==> config.mk <==
export PLATFORM = sky130hd
export DESIGN_NAME = pipe_sequencer_flat
export DESIGN_NICKNAME = d
export VERILOG_FILES = /design/src/rtl/pipe_pkg.sv /design/src/rtl/pipe_sequencer_if.sv /design/src/rtl/sb_counter.sv /design/src/rtl/pipe_sequencer.sv /design/src/flat_wrapper.sv
export SDC_FILE = /design/constraint.sdc
export NUM_CORES = 1
export LEC_CHECK = 0
export ABC_AREA = 1
export CORE_ASPECT_RATIO = 1.25
export CORE_UTILIZATION = 51
export DETAILED_ROUTE_END_ITERATION = 8
export MAX_ROUTING_LAYER = met4
export PLACE_DENSITY = 0.78
export SLEW_MARGIN = 20
export SYNTH_ARGS = -nofsm -noshare
export SYNTH_HDL_FRONTEND = slang
export SYNTH_SLANG_ARGS = --single-unit
==> constraint.sdc <==
create_clock -name clk -period 3.3 [get_ports clk]
set_input_delay 0.33 -clock clk [delete_from_list [all_inputs] [get_ports clk]]
set_output_delay 0.33 -clock clk [all_outputs]
set_load 0.05 [all_outputs]
==> src/rtl/pipe_pkg.sv <==
// pipe_pkg: shared constants and FSM encoding for the pipeline sequencer.
//   NREG          number of architectural registers
//   IDX_W         register index width
//   CNT_W         width of one scoreboard counter
//   MAX_INFLIGHT  deepest possible writer count per register (RR..WB)
package pipe_pkg;

    localparam int unsigned NREG         = 8;
    localparam int unsigned IDX_W        = 3;
    localparam int unsigned CNT_W        = 3;
    localparam int unsigned MAX_INFLIGHT = 4;

    typedef enum logic [1:0] {
        ST_RUN    = 2'd0,
        ST_DRAIN  = 2'd1,
        ST_HALTED = 2'd2
    } seq_state_e;

endpackage

==> src/rtl/pipe_sequencer_if.sv <==
// pipe_sequencer_if: pipeline-status inputs and pipeline-control outputs of
// the sequencer.
//   master : pipeline side, drives stage status, receives stall/flush/fetch.
//   slave  : sequencer side.
interface pipe_sequencer_if
    import pipe_pkg::*;
#(
    parameter int unsigned IDX_W = pipe_pkg::IDX_W
);

    // Decode stage
    logic             d_valid;
    logic             d_read1;
    logic             d_read2;
    logic [IDX_W-1:0] d_src1_idx;
    logic [IDX_W-1:0] d_src2_idx;
    logic             d_regwrite;
    logic [IDX_W-1:0] d_dst_idx;
    // RR stage
    logic             rr_valid;
    logic             rr_regwrite;
    logic [IDX_W-1:0] rr_dst_idx;
    // EX / MEM stages
    logic             e_valid;
    logic             e_is_jmp;
    logic             e_is_halt;
    logic             m_valid;
    // WB stage
    logic             wb_valid;
    logic             wb_regwrite;
    logic [IDX_W-1:0] wb_dst_idx;
    // Control back to the pipeline
    logic             stall_front;
    logic             bubble_rr;
    logic             flush_front;
    logic             fetch_en;
    logic             halted;
    logic [31:0]      stall_cycles;

    modport master (
        output d_valid, d_read1, d_read2, d_src1_idx, d_src2_idx,
               d_regwrite, d_dst_idx,
               rr_valid, rr_regwrite, rr_dst_idx,
               e_valid, e_is_jmp, e_is_halt, m_valid,
               wb_valid, wb_regwrite, wb_dst_idx,
        input  stall_front, bubble_rr, flush_front, fetch_en, halted,
               stall_cycles
    );

    modport slave (
        input  d_valid, d_read1, d_read2, d_src1_idx, d_src2_idx,
               d_regwrite, d_dst_idx,
               rr_valid, rr_regwrite, rr_dst_idx,
               e_valid, e_is_jmp, e_is_halt, m_valid,
               wb_valid, wb_regwrite, wb_dst_idx,
        output stall_front, bubble_rr, flush_front, fetch_en, halted,
               stall_cycles
    );

endinterface

==> src/rtl/sb_counter.sv <==
// sb_counter: one scoreboard entry, counting in-flight writers of a register.
//   clk, rst   clock, asynchronous active-high reset
//   inc        a writer to this register issues from Decode
//   dec_wb     a writer to this register retires from WB
//   dec_fl     a writer to this register is killed in RR by a flush
//   count      current number of in-flight writers
// All three updates may land on the same edge; the net sum is applied.
module sb_counter
    import pipe_pkg::*;
#(
    parameter int unsigned CNT_W   = pipe_pkg::CNT_W,
    parameter int unsigned MAX_CNT = MAX_INFLIGHT
) (
    input  logic             clk,
    input  logic             rst,
    input  logic             inc,
    input  logic             dec_wb,
    input  logic             dec_fl,
    output logic [CNT_W-1:0] count
);

    localparam int unsigned SUM_W = CNT_W + 1;

    logic [CNT_W-1:0] count_q;
    logic [CNT_W-1:0] count_d;
    logic [SUM_W-1:0] up_sum;
    logic [SUM_W-1:0] dn_sum;
    logic [SUM_W-1:0] net_sum;
    logic             underflow;
    logic             overflow;

    // Net update; clamps keep the counter in range if the pipeline misbehaves
    always_comb begin
        up_sum    = {1'b0, count_q} + SUM_W'(inc);
        dn_sum    = SUM_W'(dec_wb) + SUM_W'(dec_fl);
        net_sum   = up_sum - dn_sum;
        underflow = up_sum < dn_sum;
        overflow  = !underflow && (net_sum > SUM_W'(MAX_CNT));
        count_d   = CNT_W'(net_sum);
        if (underflow) begin
            count_d = '0;
        end else if (overflow) begin
            count_d = CNT_W'(MAX_CNT);
        end
    end

    always_ff @(posedge clk or posedge rst) begin
        if (rst) begin
            count_q <= '0;
        end else begin
            count_q <= count_d;
        end
    end

    // Simulation-only guard: a decrement from zero or a wrap is a pipeline bug
    always_ff @(posedge clk) begin
        if (!rst) begin
            a_no_underflow: assert (!underflow);
            a_no_overflow:  assert (!overflow);
        end
    end

    assign count = count_q;

endmodule

==> src/rtl/pipe_sequencer.sv <==
// pipe_sequencer: hazard, flush and halt controller for the 6-stage pipeline.
//   clk, rst   pipeline clock, asynchronous active-high reset
//   bus        pipe_sequencer_if.slave
//              in : Decode sources/destination, RR/EX/MEM/WB status,
//                   EX jump and halt
//              out: stall_front, bubble_rr, flush_front, fetch_en, halted,
//                   stall_cycles
// Per-register scoreboard counters track writers in RR..WB; Decode stalls
// while any source has a pending writer not retiring this cycle.
module pipe_sequencer
    import pipe_pkg::*;
#(
    parameter int unsigned NREG  = pipe_pkg::NREG,
    parameter int unsigned IDX_W = pipe_pkg::IDX_W,
    parameter int unsigned CNT_W = pipe_pkg::CNT_W
) (
    input  logic             clk,
    input  logic             rst,
    pipe_sequencer_if.slave  bus
);

    logic [CNT_W-1:0] cnt [NREG];
    logic [NREG-1:0]  inc_v;
    logic [NREG-1:0]  dec_wb_v;
    logic [NREG-1:0]  dec_fl_v;

    seq_state_e       state_q;
    seq_state_e       state_d;
    logic [31:0]      stall_cycles_q;
    logic [31:0]      stall_cycles_d;

    logic             wb_ret;
    logic             src1_busy;
    logic             src2_busy;
    logic             hazard;
    logic             issue;
    logic             pipe_empty;
    logic             flush_front;
    logic             stall_front;
    logic             fetch_en;
    logic             halted;

    // Scoreboard: one counter per register plus its update decode
    for (genvar r = 0; r < NREG; r++) begin : g_sb
        assign inc_v[r]    = issue & bus.d_regwrite
                           & (bus.d_dst_idx == IDX_W'(r));
        assign dec_wb_v[r] = wb_ret & (bus.wb_dst_idx == IDX_W'(r));
        assign dec_fl_v[r] = flush_front & bus.rr_valid & bus.rr_regwrite
                           & (bus.rr_dst_idx == IDX_W'(r));

        sb_counter #(
            .CNT_W   (CNT_W),
            .MAX_CNT (MAX_INFLIGHT)
        ) u_cnt (
            .clk    (clk),
            .rst    (rst),
            .inc    (inc_v[r]),
            .dec_wb (dec_wb_v[r]),
            .dec_fl (dec_fl_v[r]),
            .count  (cnt[r])
        );
    end

    // RAW hazard: a writer retiring in WB this cycle does not block, since
    // the register file write and the RR read happen on the same edge
    always_comb begin
        wb_ret    = bus.wb_valid & bus.wb_regwrite;
        src1_busy = cnt[bus.d_src1_idx]
                  > CNT_W'(wb_ret & (bus.wb_dst_idx == bus.d_src1_idx));
        src2_busy = cnt[bus.d_src2_idx]
                  > CNT_W'(wb_ret & (bus.wb_dst_idx == bus.d_src2_idx));
        hazard    = bus.d_valid & ((bus.d_read1 & src1_busy)
                                 | (bus.d_read2 & src2_busy));
        pipe_empty = ~(bus.rr_valid | bus.e_valid | bus.m_valid | bus.wb_valid);
    end

    // FSM state register
    always_ff @(posedge clk or posedge rst) begin
        if (rst) begin
            state_q <= ST_RUN;
        end else begin
            state_q <= state_d;
        end
    end

    // FSM next state; HALTED is only left through reset
    always_comb begin
        state_d = state_q;
        case (state_q)
            ST_RUN: begin
                if (bus.e_is_halt) begin
                    state_d = ST_DRAIN;
                end
            end
            ST_DRAIN: begin
                if (pipe_empty) begin
                    state_d = ST_HALTED;
                end
            end
            ST_HALTED: state_d = ST_HALTED;
            default:   state_d = ST_RUN;
        endcase
    end

    // FSM outputs; a flush always beats a stall. Forced idle while in reset.
    always_comb begin
        flush_front = 1'b0;
        stall_front = 1'b0;
        fetch_en    = 1'b1;
        halted      = 1'b0;
        issue       = 1'b0;
        if (!rst) begin
            flush_front = bus.e_is_jmp | ((state_q == ST_RUN) & bus.e_is_halt);
            stall_front = hazard & ~flush_front & (state_q == ST_RUN);
            fetch_en    = (state_q == ST_RUN) & ~bus.e_is_halt;
            halted      = state_q == ST_HALTED;
            issue       = bus.d_valid & ~hazard & ~flush_front
                        & (state_q == ST_RUN);
        end
    end

    // Saturating stall-cycle counter
    always_comb begin
        stall_cycles_d = stall_cycles_q;
        if (stall_front && (stall_cycles_q != 32'hFFFF_FFFF)) begin
            stall_cycles_d = stall_cycles_q + 32'd1;
        end
    end

    always_ff @(posedge clk or posedge rst) begin
        if (rst) begin
            stall_cycles_q <= '0;
        end else begin
            stall_cycles_q <= stall_cycles_d;
        end
    end

    assign bus.stall_front  = stall_front;
    assign bus.bubble_rr    = stall_front;
    assign bus.flush_front  = flush_front;
    assign bus.fetch_en     = fetch_en;
    assign bus.halted       = halted;
    assign bus.stall_cycles = stall_cycles_q;

endmodule

==> src/flat_wrapper.sv <==
// flat-port wrapper written by rule: the top's interface ports become plain ports
module pipe_sequencer_flat import pipe_pkg::*;
#(
    parameter int unsigned NREG  = pipe_pkg::NREG,
    parameter int unsigned IDX_W = pipe_pkg::IDX_W,
    parameter int unsigned CNT_W = pipe_pkg::CNT_W
)
  (clk, rst, bus_d_valid, bus_d_read1, bus_d_read2, bus_d_src1_idx, bus_d_src2_idx, bus_d_regwrite, bus_d_dst_idx, bus_rr_valid, bus_rr_regwrite, bus_rr_dst_idx, bus_e_valid, bus_e_is_jmp, bus_e_is_halt, bus_m_valid, bus_wb_valid, bus_wb_regwrite, bus_wb_dst_idx, bus_stall_front, bus_bubble_rr, bus_flush_front, bus_fetch_en, bus_halted, bus_stall_cycles);
  pipe_sequencer_if #(.IDX_W(IDX_W)) bus_i ();
  input  logic clk;
  input  logic rst;
  input wire logic [$bits(bus_i.d_valid)-1:0] bus_d_valid;
  input wire logic [$bits(bus_i.d_read1)-1:0] bus_d_read1;
  input wire logic [$bits(bus_i.d_read2)-1:0] bus_d_read2;
  input wire logic [$bits(bus_i.d_src1_idx)-1:0] bus_d_src1_idx;
  input wire logic [$bits(bus_i.d_src2_idx)-1:0] bus_d_src2_idx;
  input wire logic [$bits(bus_i.d_regwrite)-1:0] bus_d_regwrite;
  input wire logic [$bits(bus_i.d_dst_idx)-1:0] bus_d_dst_idx;
  input wire logic [$bits(bus_i.rr_valid)-1:0] bus_rr_valid;
  input wire logic [$bits(bus_i.rr_regwrite)-1:0] bus_rr_regwrite;
  input wire logic [$bits(bus_i.rr_dst_idx)-1:0] bus_rr_dst_idx;
  input wire logic [$bits(bus_i.e_valid)-1:0] bus_e_valid;
  input wire logic [$bits(bus_i.e_is_jmp)-1:0] bus_e_is_jmp;
  input wire logic [$bits(bus_i.e_is_halt)-1:0] bus_e_is_halt;
  input wire logic [$bits(bus_i.m_valid)-1:0] bus_m_valid;
  input wire logic [$bits(bus_i.wb_valid)-1:0] bus_wb_valid;
  input wire logic [$bits(bus_i.wb_regwrite)-1:0] bus_wb_regwrite;
  input wire logic [$bits(bus_i.wb_dst_idx)-1:0] bus_wb_dst_idx;
  output wire logic [$bits(bus_i.stall_front)-1:0] bus_stall_front;
  output wire logic [$bits(bus_i.bubble_rr)-1:0] bus_bubble_rr;
  output wire logic [$bits(bus_i.flush_front)-1:0] bus_flush_front;
  output wire logic [$bits(bus_i.fetch_en)-1:0] bus_fetch_en;
  output wire logic [$bits(bus_i.halted)-1:0] bus_halted;
  output wire logic [$bits(bus_i.stall_cycles)-1:0] bus_stall_cycles;
  assign bus_i.d_valid = bus_d_valid;
  assign bus_i.d_read1 = bus_d_read1;
  assign bus_i.d_read2 = bus_d_read2;
  assign bus_i.d_src1_idx = bus_d_src1_idx;
  assign bus_i.d_src2_idx = bus_d_src2_idx;
  assign bus_i.d_regwrite = bus_d_regwrite;
  assign bus_i.d_dst_idx = bus_d_dst_idx;
  assign bus_i.rr_valid = bus_rr_valid;
  assign bus_i.rr_regwrite = bus_rr_regwrite;
  assign bus_i.rr_dst_idx = bus_rr_dst_idx;
  assign bus_i.e_valid = bus_e_valid;
  assign bus_i.e_is_jmp = bus_e_is_jmp;
  assign bus_i.e_is_halt = bus_e_is_halt;
  assign bus_i.m_valid = bus_m_valid;
  assign bus_i.wb_valid = bus_wb_valid;
  assign bus_i.wb_regwrite = bus_wb_regwrite;
  assign bus_i.wb_dst_idx = bus_wb_dst_idx;
  assign bus_stall_front = bus_i.stall_front;
  assign bus_bubble_rr = bus_i.bubble_rr;
  assign bus_flush_front = bus_i.flush_front;
  assign bus_fetch_en = bus_i.fetch_en;
  assign bus_halted = bus_i.halted;
  assign bus_stall_cycles = bus_i.stall_cycles;
  pipe_sequencer #(.NREG(NREG), .IDX_W(IDX_W), .CNT_W(CNT_W)) u_core (.clk(clk), .rst(rst), .bus(bus_i));
endmodule
==> flow_metrics.env, run 1 <==
export IMPL_synth_edf_count=0
export IMPL_reg2regPathDepth=20
export IMPL_synthArstFlopShare_pct=100
export IMPL_synth_area_sq_um=4990
export IMPL_clk_pin_slew_worst_paths_ps=60
export IMPL_dp_cells=911
export IMPL_status="complete, but fails checks"
export IMPL_antenna_found_initial=0
export IMPL_hold_start="u_core.bus.stall_cycles[31]"
export IMPL_grt_setup_unrepaired="yes"
export IMPL_stdcell_count=937
export IMPL_die_w_um=90.5
export IMPL_p_per_area_nw_per_um2=443
export IMPL_post_route_drc_count=0
export IMPL_vias_per_cell=5.53
export IMPL_skew_ps=6.55
export IMPL_max_cap_violations=0
export IMPL_root_buffer="clkbuf_16"
export IMPL_hpwl_um=11100
export IMPL_grt_start_max_net_pins=60
export IMPL_max_freq_mhz=293
export IMPL_timing_rr_start="u_core.g_sb[1].u_cnt.count[0]"
export IMPL_required_ps=3560
export IMPL_htree_num_levels=3
export IMPL_pin_count=66
export IMPL_p_leak_nw=3.30
export IMPL_post_route_util_pct=73.4
export IMPL_detail_route_antenna_nets=0
export IMPL_cts_path_max_buffers=2
export IMPL_syn_nets=782
export IMPL_ys_dominant_reg_cell="dfrtp_1"
export IMPL_timing_final_crit_period_ps=3420
export IMPL_reg2reg_to="u_core.g_sb[7].u_cnt.count[0]"
export IMPL_cts_sinks=58
export IMPL_yosysUniqueCellTypes=32
export IMPL_grt_use_total_pct=31.3
export IMPL_gp_congestion=1.02
export IMPL_final_nets=890
export IMPL_drt_iter0_drc=252
export IMPL_setup_viol=20
export IMPL_start_kind="primary input"
export IMPL_overflow=0
export IMPL_io_buffers=65
export IMPL_std_cell_rows=40
export IMPL_post_route_period_util_pct=104
export IMPL_tritoncts="done"
export IMPL_vias=5178
export IMPL_first_pass_iters=5
export IMPL_r2r_slack_ps=-120
export IMPL_synth_seq_cells=58
export IMPL_wl_per_cell_um=16.9
export IMPL_clock_latency_ps=340
export IMPL_violations="negative setup slack"
export IMPL_drt_total_wl_um=15800
export IMPL_grt_pass1_wl_um=24200
export IMPL_yosys_warnings=0
export IMPL_ys_seq_area_share_pct=29.1
export IMPL_cp_max_fo=4
export IMPL_dieArea_sq_um=10200
export IMPL_syn_inst=698
export IMPL_hold_path_class="reg2reg"
export IMPL_ir_drop_mv=0.361
export IMPL_cp_arrival_ps=3670
export IMPL_whs_endpoint="u_core.bus.stall_cycles[31]"
export IMPL_start_util_pct=52.3
export IMPL_syn2layout_area_growth_pct=40.5
export IMPL_die_h_um=113
export IMPL_grt_pass1_vias=5148
export IMPL_drive_above_1_share_pct=21.0
export IMPL_whs_path_depth=2
export IMPL_core_area_sq_um=9560
export IMPL_drv_slew=0
export IMPL_cts_made_buffers=9
export IMPL_worstMarginPinSlew_ps=798
export IMPL_hold_viol_final=0
export IMPL_holdBufCountCts=0
export IMPL_crit_path_end_kind="register"
export IMPL_worst_slack_ps=-117
export IMPL_syn_avg_cell_area_sq_um=7.16
export IMPL_path_class="in2reg"
export IMPL_relSlewSlack_pct=46.8
export IMPL_diodes=0
## cell type report
| cell class | instances | area, sq um |
|---|---|---|
| clock buffers | 9 | 225 |
| fillers | 702 | 2540 |
| inverters | 89 | 340 |
| clock inverters | 7 | 124 |
| flip-flops and latches | 58 | 1450 |
| well taps | 126 | 158 |
| repair buffers | 114 | 1060 |
| multi-input cells | 534 | 3660 |
## cells in the mapped netlist (3+ instances only)
cell type,instances,area (sq um)
buf_6,3,33.8
fa_1,8,160
xnor2_1,22,193
a21oi_1,7,35.0
o22ai_1,4,25.0
buf_2,6,30.0
nand3b_1,4,30.0
clkbuf_1,5,18.8
nor3b_1,17,128
nor2_1,86,323
o21ai_0,12,60.1
nand3_1,46,230
xor2_1,26,228
nand2_1,198,743
inv_1,88,330
ha_1,47,588
nand4_1,35,219
dfrtp_1,58,1450
nor3_1,9,45.0
## cell families (layout without fill, tap and decap cells)
family / after synthesis / in the layout / synth area share [%]
flops: 58 / 58 / 29.1
compound gates: 28 / 28 / 3.23
xor+xnor: 48 / 48 / 8.42
buf+inv: 106 / 219 / 8.64
simple gates: 403 / 403 / 35.7
fa+ha+maj: 55 / 55 / 15.0
## layout by cell type, fill, tap and decap left out, types with 3 or more instances in the layout
cell type        count
bufinv_16            3
fa_2                 8
o22ai_1              4
ha_4                23
nor2_2               7
ha_2                 3
a21oi_1              5
nor2_4               5
nor2_1              75
nand4_1             35
xor2_1              25
inv_2               13
o21ai_1              8
nand2_2              6
nand3_2              3
nand3_1             42
ha_1                21
nand3b_1             4
clkdlybuf4s50_1     51
inv_1               74
xnor2_1             20
dfrtp_1             58
nand2_1            192
buf_12               4
nor3b_2             16
o21ai_0              3
buf_4               47
clkbuf_16            9
dlygate4sd2_1        8
nor3_1               9
## how the worst max path moves through the flow
stage	end	start	depth (start not counted)	slack, ps
after floorplan	u_core.g_sb[1].u_cnt.count[0]	bus_d_src1_idx[1]	22	-10
after global placement	u_core.g_sb[7].u_cnt.count[0]	bus_wb_valid	23	-810
after detailed placement	u_core.g_sb[6].u_cnt.count[0]	bus_wb_valid	23	-940
after CTS	u_core.g_sb[1].u_cnt.count[1]	u_core.g_sb[1].u_cnt.count[0]	23	-3
after global routing	u_core.g_sb[2].u_cnt.count[1]	u_core.g_sb[1].u_cnt.count[0]	23	-230
final	u_core.g_sb[7].u_cnt.count[0]	bus_d_src1_idx[0]	21	-120
## sequential cells by signal (all words and copies together), names as in the netlist
| register | flops |
|---|---|
| u_core.bus.stall_cycles | 32 |
| u_core.g_sb.u_cnt.count | 24 |
| u_core.state_q | 2 |
## metrics by stage
stage	area [sq um]	power, mW	setup TNS, ps	worst slack [ps]	hold WS (ps)
2_1_floorplan	5030	1.48	-185	-11.6	432
3_3_place_gp	6080	1.79	-17730	-808	513
3_5_place_dp	6080	1.84	-21670	-942	515
4_1_cts	6690	3.04	-2.87	-2.87	532
5_1_grt	7020	3.26	-3910	-234	556
6_report	7020	3.11	-1050	-117	536
## where the power goes
group	internal (mW)	leakage, nW	switching, mW
sequential	0.805	0.784	0.101
combinational	0.449	2.35	0.626
clock	0.744	0.167	0.381
total	2.00	3.30	1.11
## critical path: stages
cell,delay [ps]
dlygate4sd2_1,270
inv_1,130
buf_4,130
nor2_1,30
o21ai_1,220
o21ai_1,110
ha_1,290
or2_4,260
nand3_2,70
nand2_2,50
nand2_2,100
inv_4,60
nand3_4,130
nor2_4,70
ha_4,170
ha_4,280
inv_1,60
fa_2,400
xor2_1,160
nand2_1,140
nor3b_2,200
## timing repair
action	CTS	global route
endpoints found under the setup margin	24	24
hold endpoints to repair	0	0
pin swaps	29	65
gates resized for setup	74	50
buffers inserted	3	7
## layer usage
metal / routed length, um / track usage, % / part of all wire (%) / vias to the layer above
li1: - / - / - / 2466
met2: 8500 / 57.5 / 54 / 189
met1: 5870 / 31.6 / 37 / 2466
met4: 805 / 18.4 / 5.1 / 0
met3: 649 / 3.86 / 4.1 / 57
met5: 0 / - / 0 / -
(Power assumes the default switching activity.)
==> inputs of run 2 (changes only) <==
--- a/config.mk
+++ b/config.mk
@@ -6,11 +6,14 @@
 export NUM_CORES = 1
 export LEC_CHECK = 0
 export ABC_AREA = 1
+export CELL_PAD_IN_SITES_DETAIL_PLACEMENT = 1
+export CELL_PAD_IN_SITES_GLOBAL_PLACEMENT = 1
 export CORE_ASPECT_RATIO = 1.25
-export CORE_UTILIZATION = 51
+export CORE_UTILIZATION = 37
 export DETAILED_ROUTE_END_ITERATION = 8
 export MAX_ROUTING_LAYER = met4
-export PLACE_DENSITY = 0.78
+export PLACE_DENSITY_LB_ADDON = 0.1
+export SETUP_SLACK_MARGIN = 0.1
 export SLEW_MARGIN = 20
 export SYNTH_ARGS = -nofsm -noshare
 export SYNTH_HDL_FRONTEND = slang
==> run 2 against run 1 <==
The flow still finishes with violations (negative setup slack). Highest routed layer unchanged. Critical path depth shrank 2. Largest cell class unchanged. Critical endpoint unchanged. Hold slack better by 12 ps. Clock skew is essentially flat.
==> flow_metrics.env, run 2 (same netlist as run 1, synthesis figures left out) <==
export IMPL_io_buffers=65
export IMPL_cts_made_buffers=9
export IMPL_grt_start_max_net_pins=60
export IMPL_start_kind="primary input"
export IMPL_vias_per_cell=5.22
export IMPL_status="complete, but fails checks"
export IMPL_diodes=0
export IMPL_antenna_found_initial=0
export IMPL_gp_congestion=0.917
export IMPL_core_area_sq_um=13200
export IMPL_hpwl_um=13300
export IMPL_hold_path_class="reg2reg"
export IMPL_first_pass_iters=4
export IMPL_relSlewSlack_pct=45.3
export IMPL_wl_per_cell_um=18.1
export IMPL_r2r_slack_ps=-70
export IMPL_vias=5105
export IMPL_worst_slack_ps=-74.8
export IMPL_detail_route_antenna_nets=0
export IMPL_cts_sinks=58
export IMPL_post_route_drc_count=0
export IMPL_total_power_mw=2.86
export IMPL_drt_total_wl_um=17700
export IMPL_root_buffer="clkbuf_16"
export IMPL_grt_pass1_wl_um=28900
export IMPL_cp_arrival_ps=3620
export IMPL_dp_cells=953
export IMPL_worstMarginPinSlew_ps=821
export IMPL_grt_use_total_pct=27.2
export IMPL_die_w_um=106
export IMPL_grt_setup_unrepaired="yes"
export IMPL_drive_above_1_share_pct=22.7
export IMPL_hold_start="u_core.bus.stall_cycles[31]"
export IMPL_whs_path_depth=2
export IMPL_timing_rr_start="u_core.g_sb[1].u_cnt.count[0]"
export IMPL_ir_drop_mv=0.209
export IMPL_cts_path_max_buffers=2
export IMPL_drv_slew=0
export IMPL_drt_iter0_drc=107
export IMPL_std_cell_rows=47
export IMPL_skew_ps=6.76
export IMPL_timing_final_crit_period_ps=3370
export IMPL_setup_viol=16
export IMPL_fin_area_sq_um=7060
export IMPL_layout_common_cells="nand2_1, nor2_1, inv_1"
export IMPL_clock_latency_ps=330
export IMPL_final_common_cell="nand2_1"
export IMPL_dpl_instance_area_sq_um=6260
export IMPL_tritoncts="done"
export IMPL_dieArea_sq_um=14000
export IMPL_die_h_um=132
export IMPL_p_leak_nw=3.25
export IMPL_max_freq_mhz=296
export IMPL_post_route_util_pct=53.4
export IMPL_start_util_pct=37.7
export IMPL_pin_count=66
export IMPL_hold_viol_final=0
export IMPL_reg2regPathDepth=20
export IMPL_p_per_area_nw_per_um2=406
export IMPL_syn2layout_area_growth_pct=41.4
export IMPL_crit_path_end_kind="register"
export IMPL_reg2reg_to="u_core.g_sb[7].u_cnt.count[0]"
export IMPL_clk_pin_slew_worst_paths_ps=50
export IMPL_htree_num_levels=3
export IMPL_required_ps=3540
export IMPL_holdBufCountCts=0
export IMPL_largest_register_ffs=32
export IMPL_whs_ps=549
export IMPL_violations="negative setup slack"
export IMPL_overflow=0
export IMPL_path_class="in2reg"
export IMPL_final_nets=887
export IMPL_stdcell_count=978
export IMPL_grt_pass1_vias=5742
export IMPL_max_cap_violations=0
export IMPL_cp_max_fo=7
export IMPL_whs_endpoint="u_core.bus.stall_cycles[31]"
export IMPL_post_route_period_util_pct=102
[run 2: cell count changes in the layout (fill, tap and decap cells not counted), sizes merged, moves of 2 or more]
cell	change
buf	-3
bufinv	-3
clkbuf	+3
clkdlybuf4s15	+2
clkinv	+2
dlygate4sd2	-2
inv	-2
[run 2: how the worst max path moves through the flow]
| stage | cells after the start | from | end | slack, ps |
|---|---|---|---|---|
| final | 19 | bus_d_src1_idx[1] | u_core.g_sb[7].u_cnt.count[0] | -70 |
| after global routing | 24 | bus_wb_valid | u_core.g_sb[6].u_cnt.count[0] | -280 |
| after CTS | 24 | u_core.g_sb[1].u_cnt.count[0] | u_core.g_sb[3].u_cnt.count[1] | -50 |
| after detailed placement | 24 | bus_wb_valid | u_core.g_sb[1].u_cnt.count[0] | -840 |
| after global placement | 24 | bus_wb_valid | u_core.g_sb[1].u_cnt.count[0] | -680 |
| after floorplan | 22 | bus_d_src1_idx[1] | u_core.g_sb[7].u_cnt.count[0] | 100 |
[run 2: power breakdown]
group          switching, mW  internal [mW]  total [mW]
registers              0.102          0.807       0.909
logic                  0.645          0.433        1.08
clock network          0.337          0.541       0.878
total                   1.08           1.78        2.86
[run 2: per-stage QoR]
stage          setup TNS (ps)  worst slack [ps]
4_1_cts                  -270             -47.8
6_report                 -481             -74.8
3_5_place_dp           -17630              -840
3_3_place_gp           -14230              -678
2_1_floorplan               0               103
5_1_grt                 -4160              -279
[run 2: repair_timing]
action                     in CTS  in global routing
setup endpoints to repair      24                 24
hold endpoints to repair        0                  0
gates resized for setup       101                 30
setup buffers                   6                  5
pin swaps                      61                 38
[run 2: cell type report]
class,instances,area [sq um]
multi-input combinational,534,3720
clock inverter,3,15.0
sequential,58,1450
inverter,89,350
fill,1658,6170
timing repair buffer,111,1050
tap,171,214
clock buffer,12,256
[run 2: critical path, stage by stage]
cell and delay, ps:
dlygate4sd2_1 200, buf_6 140, o22ai_2 80, a2111oi_2 370
ha_1 310, or2_4 250, nand3_2 60, nand2_2 70
nand2_4 90, inv_4 50, nand3_4 130, nor2_4 70
ha_4 170, ha_4 280, inv_1 60, fa_2 410
xor2_1 170, nand2_1 130, nor3b_2 220
[run 2: per-layer routing]
metal / global-route usage (%) / part of all wire, % / wire length, um / vias up
met1: 26.2 / 36 / 6380 / 2523
met4: 12.6 / 4.5 / 802 / 0
li1: - / - / - / 2458
met5: - / 0 / 0 / -
met3: 2.87 / 2.1 / 376 / 46
met2: 53.2 / 57 / 10100 / 78
==> inputs of run 3 (changes only) <==
--- a/config.mk
+++ b/config.mk
@@ -9,7 +9,9 @@
 export CELL_PAD_IN_SITES_DETAIL_PLACEMENT = 1
 export CELL_PAD_IN_SITES_GLOBAL_PLACEMENT = 1
 export CORE_ASPECT_RATIO = 1.25
+export CORE_MARGIN = 4
 export CORE_UTILIZATION = 37
+export CTS_CLUSTER_SIZE = 8
 export DETAILED_ROUTE_END_ITERATION = 8
 export MAX_ROUTING_LAYER = met4
 export PLACE_DENSITY_LB_ADDON = 0.1
==> run 3 against run 2 <==
The flow still finishes with violations (negative setup slack). Routed wire length is 0.72% lower. First-iteration DRC count is 33% higher. Final cell count is 0.61% higher. Clock-buffer cell count is 1 higher. Critical path type unchanged. Power is 3.9% higher. Utilization is 0.22 points higher. Highest routed layer unchanged. Non-clock buffer count is 6 higher. Via count hardly changed. Clock power is 11% higher.
==> flow_metrics.env, run 3 (same netlist as run 1, synthesis figures left out) <==
export IMPL_hold_viol_final=0
export IMPL_relSlewSlack_pct=45.0
export IMPL_cp_common_cell="nand2_2"
export IMPL_total_power_mw=2.98
export IMPL_final_nets=893
export IMPL_cts_sinks=58
export IMPL_grt_pass1_wl_um=28500
export IMPL_vias_per_cell=5.19
export IMPL_crit_path_end_kind="register"
export IMPL_first_pass_iters=4
export IMPL_required_ps=3550
export IMPL_fin_area_sq_um=7090
export IMPL_hold_path_class="reg2reg"
export IMPL_die_w_um=112
export IMPL_grt_use_total_pct=24.2
export IMPL_ir_drop_mv=0.218
export IMPL_dieArea_sq_um=15400
export IMPL_fillers=1599
export IMPL_clock_latency_ps=330
export IMPL_p_per_area_nw_per_um2=420
export IMPL_antenna_found_initial=0
export IMPL_grt_pass1_vias=5761
export IMPL_detail_route_antenna_nets=0
export IMPL_violations="negative setup slack"
export IMPL_stdcell_count=984
export IMPL_htree_num_levels=3
export IMPL_pin_count=66
export IMPL_largest_register_ffs=32
export IMPL_status="complete, but fails checks"
export IMPL_io_buffers=65
export IMPL_tritoncts="done"
export IMPL_cpMaxStageDelayCell="fa_2"
export IMPL_setup_viol=6
export IMPL_max_freq_mhz=297
export IMPL_overflow=0
export IMPL_timing_final_crit_period_ps=3360
export IMPL_timing_rr_start="u_core.g_sb[0].u_cnt.count[0]"
export IMPL_cp_arrival_ps=3610
export IMPL_cp_max_fo=4
export IMPL_dpl_instance_area_sq_um=6290
export IMPL_layout_common_cells="nand2_1, nor2_1, inv_1"
export IMPL_start_kind="primary input"
export IMPL_holdBufCountCts=0
export IMPL_drv_slew=0
export IMPL_start_util_pct=37.7
export IMPL_path_class="in2reg"
export IMPL_drt_iter0_drc=142
export IMPL_cts_made_buffers=9
export IMPL_grt_setup_unrepaired="yes"
export IMPL_std_cell_rows=47
export IMPL_drive_above_1_share_pct=22.8
export IMPL_worstMarginPinSlew_ps=825
export IMPL_setup_tns_final_ps=-142
export IMPL_hold_start="u_core.bus.stall_cycles[31]"
export IMPL_drt_total_wl_um=17500
export IMPL_wl_per_cell_um=17.8
export IMPL_crit_start="bus_wb_dst_idx[1]"
export IMPL_cp_buffers_inverters=4
export IMPL_post_route_util_pct=53.6
export IMPL_max_cap_violations=0
export IMPL_hpwl_um=13400
export IMPL_root_buffer="clkbuf_16"
export IMPL_clk_pin_slew_worst_paths_ps=50
export IMPL_gp_congestion=0.918
export IMPL_skew_ps=6.25
export IMPL_crit_chain="dlygate4sd2_1 > inv_2 > o22ai_1 > a2111oi_2 > ha_1 > or2_4 > nand3_2 > nand2_1 > nand2_2 > inv_4 > nand3_4 > nor2_4 > ha_4 > inv_1 > ha_2 > fa_2 > xor2_1 > nand2_2 > nor3b_2"
export IMPL_post_route_period_util_pct=102
export IMPL_syn2layout_area_growth_pct=42.0
export IMPL_p_leak_nw=3.29
export IMPL_worst_slack_ps=-64.3
export IMPL_grt_start_max_net_pins=60
export IMPL_multi_input_area_sq_um=3700
export IMPL_vias=5108
export IMPL_dp_cells=957
export IMPL_diodes=0
export IMPL_critical_path_max_stage_delay_ps=420
export IMPL_cts_path_max_buffers=2
export IMPL_die_h_um=138
export IMPL_post_route_drc_count=0
export IMPL_cpLargestDelayFamily="adder cells"
export IMPL_core_area_sq_um=13200
export IMPL_seq_area_sq_um=1450
export IMPL_final_common_cell="nand2_1"
==> run 3: cell types whose count changed in the layout (fill, tap and decap cells not counted), moves of 3 or more <==
cell,delta
buf_4,+7
dlygate4sd2_1,+3
nor2_2,+3
nor2_4,-3
==> run 3: path summary, 6_finish.rpt <==
kind	depth (start not counted)	endpoint	slack, ps
worst min register to register	2	u_core.bus.stall_cycles[31]	560
worst max register to register	18	u_core.g_sb[6].u_cnt.count[1]	-60
worst min-delay path	2	u_core.bus.stall_cycles[31]	560
max in group asynchronous	3	u_core.g_sb[2].u_cnt.count[0]	2020
worst max-delay path	19	u_core.g_sb[6].u_cnt.count[1]	-60
min in group asynchronous	3	u_core.bus.stall_cycles[31]	690
==> run 3: layout make-up <==
type / instances / area share [%]
multi-input cells: 534 / 52.2
flip-flops and latches: 58 / 20.5
repair buffers: 117 / 15.1
inverters: 89 / 4.91
clock buffers: 13 / 3.81
well taps: 171 / 3.02
clock inverters: 2 / 0.494
==> run 3: worst min-delay path: stages (launching register included) <==
cell	delay [ps]
dfrtp_1	400
nand2_1	70
nand2_1	50
==> run 3: what timing repair did <==
item,CTS,global route
buffers inserted,9,2
gates resized for setup,93,24
pin swaps,52,42
gates cloned,1,0
endpoints found under the setup margin,24,24
==> run 3: routing by layer <==
layer	wire, um	vias up	share of wire (%)	global-route usage [%]
met5	0	-	0	-
met4	996	0	5.7	14.5
met3	325	50	1.9	3.62
met2	9810	88	56	45.7
met1	6400	2500	37	23.3
li1	-	2470	-	-
==> run 3: where the power goes <==
group | leakage, nW | internal, mW | switching (mW)
registers | 0.782 | 0.806 | 0.103
clock network | 0.152 | 0.641 | 0.335
logic | 2.35 | 0.449 | 0.643
==> run 3: per-stage QoR <==
stage                     setup WS (ps)  hold slack [ps]
after floorplan                     103              432
after global placement             -651              532
after detailed placement           -754              557
after CTS                         -19.8              568
after global routing               -239              589
final                             -64.3              560
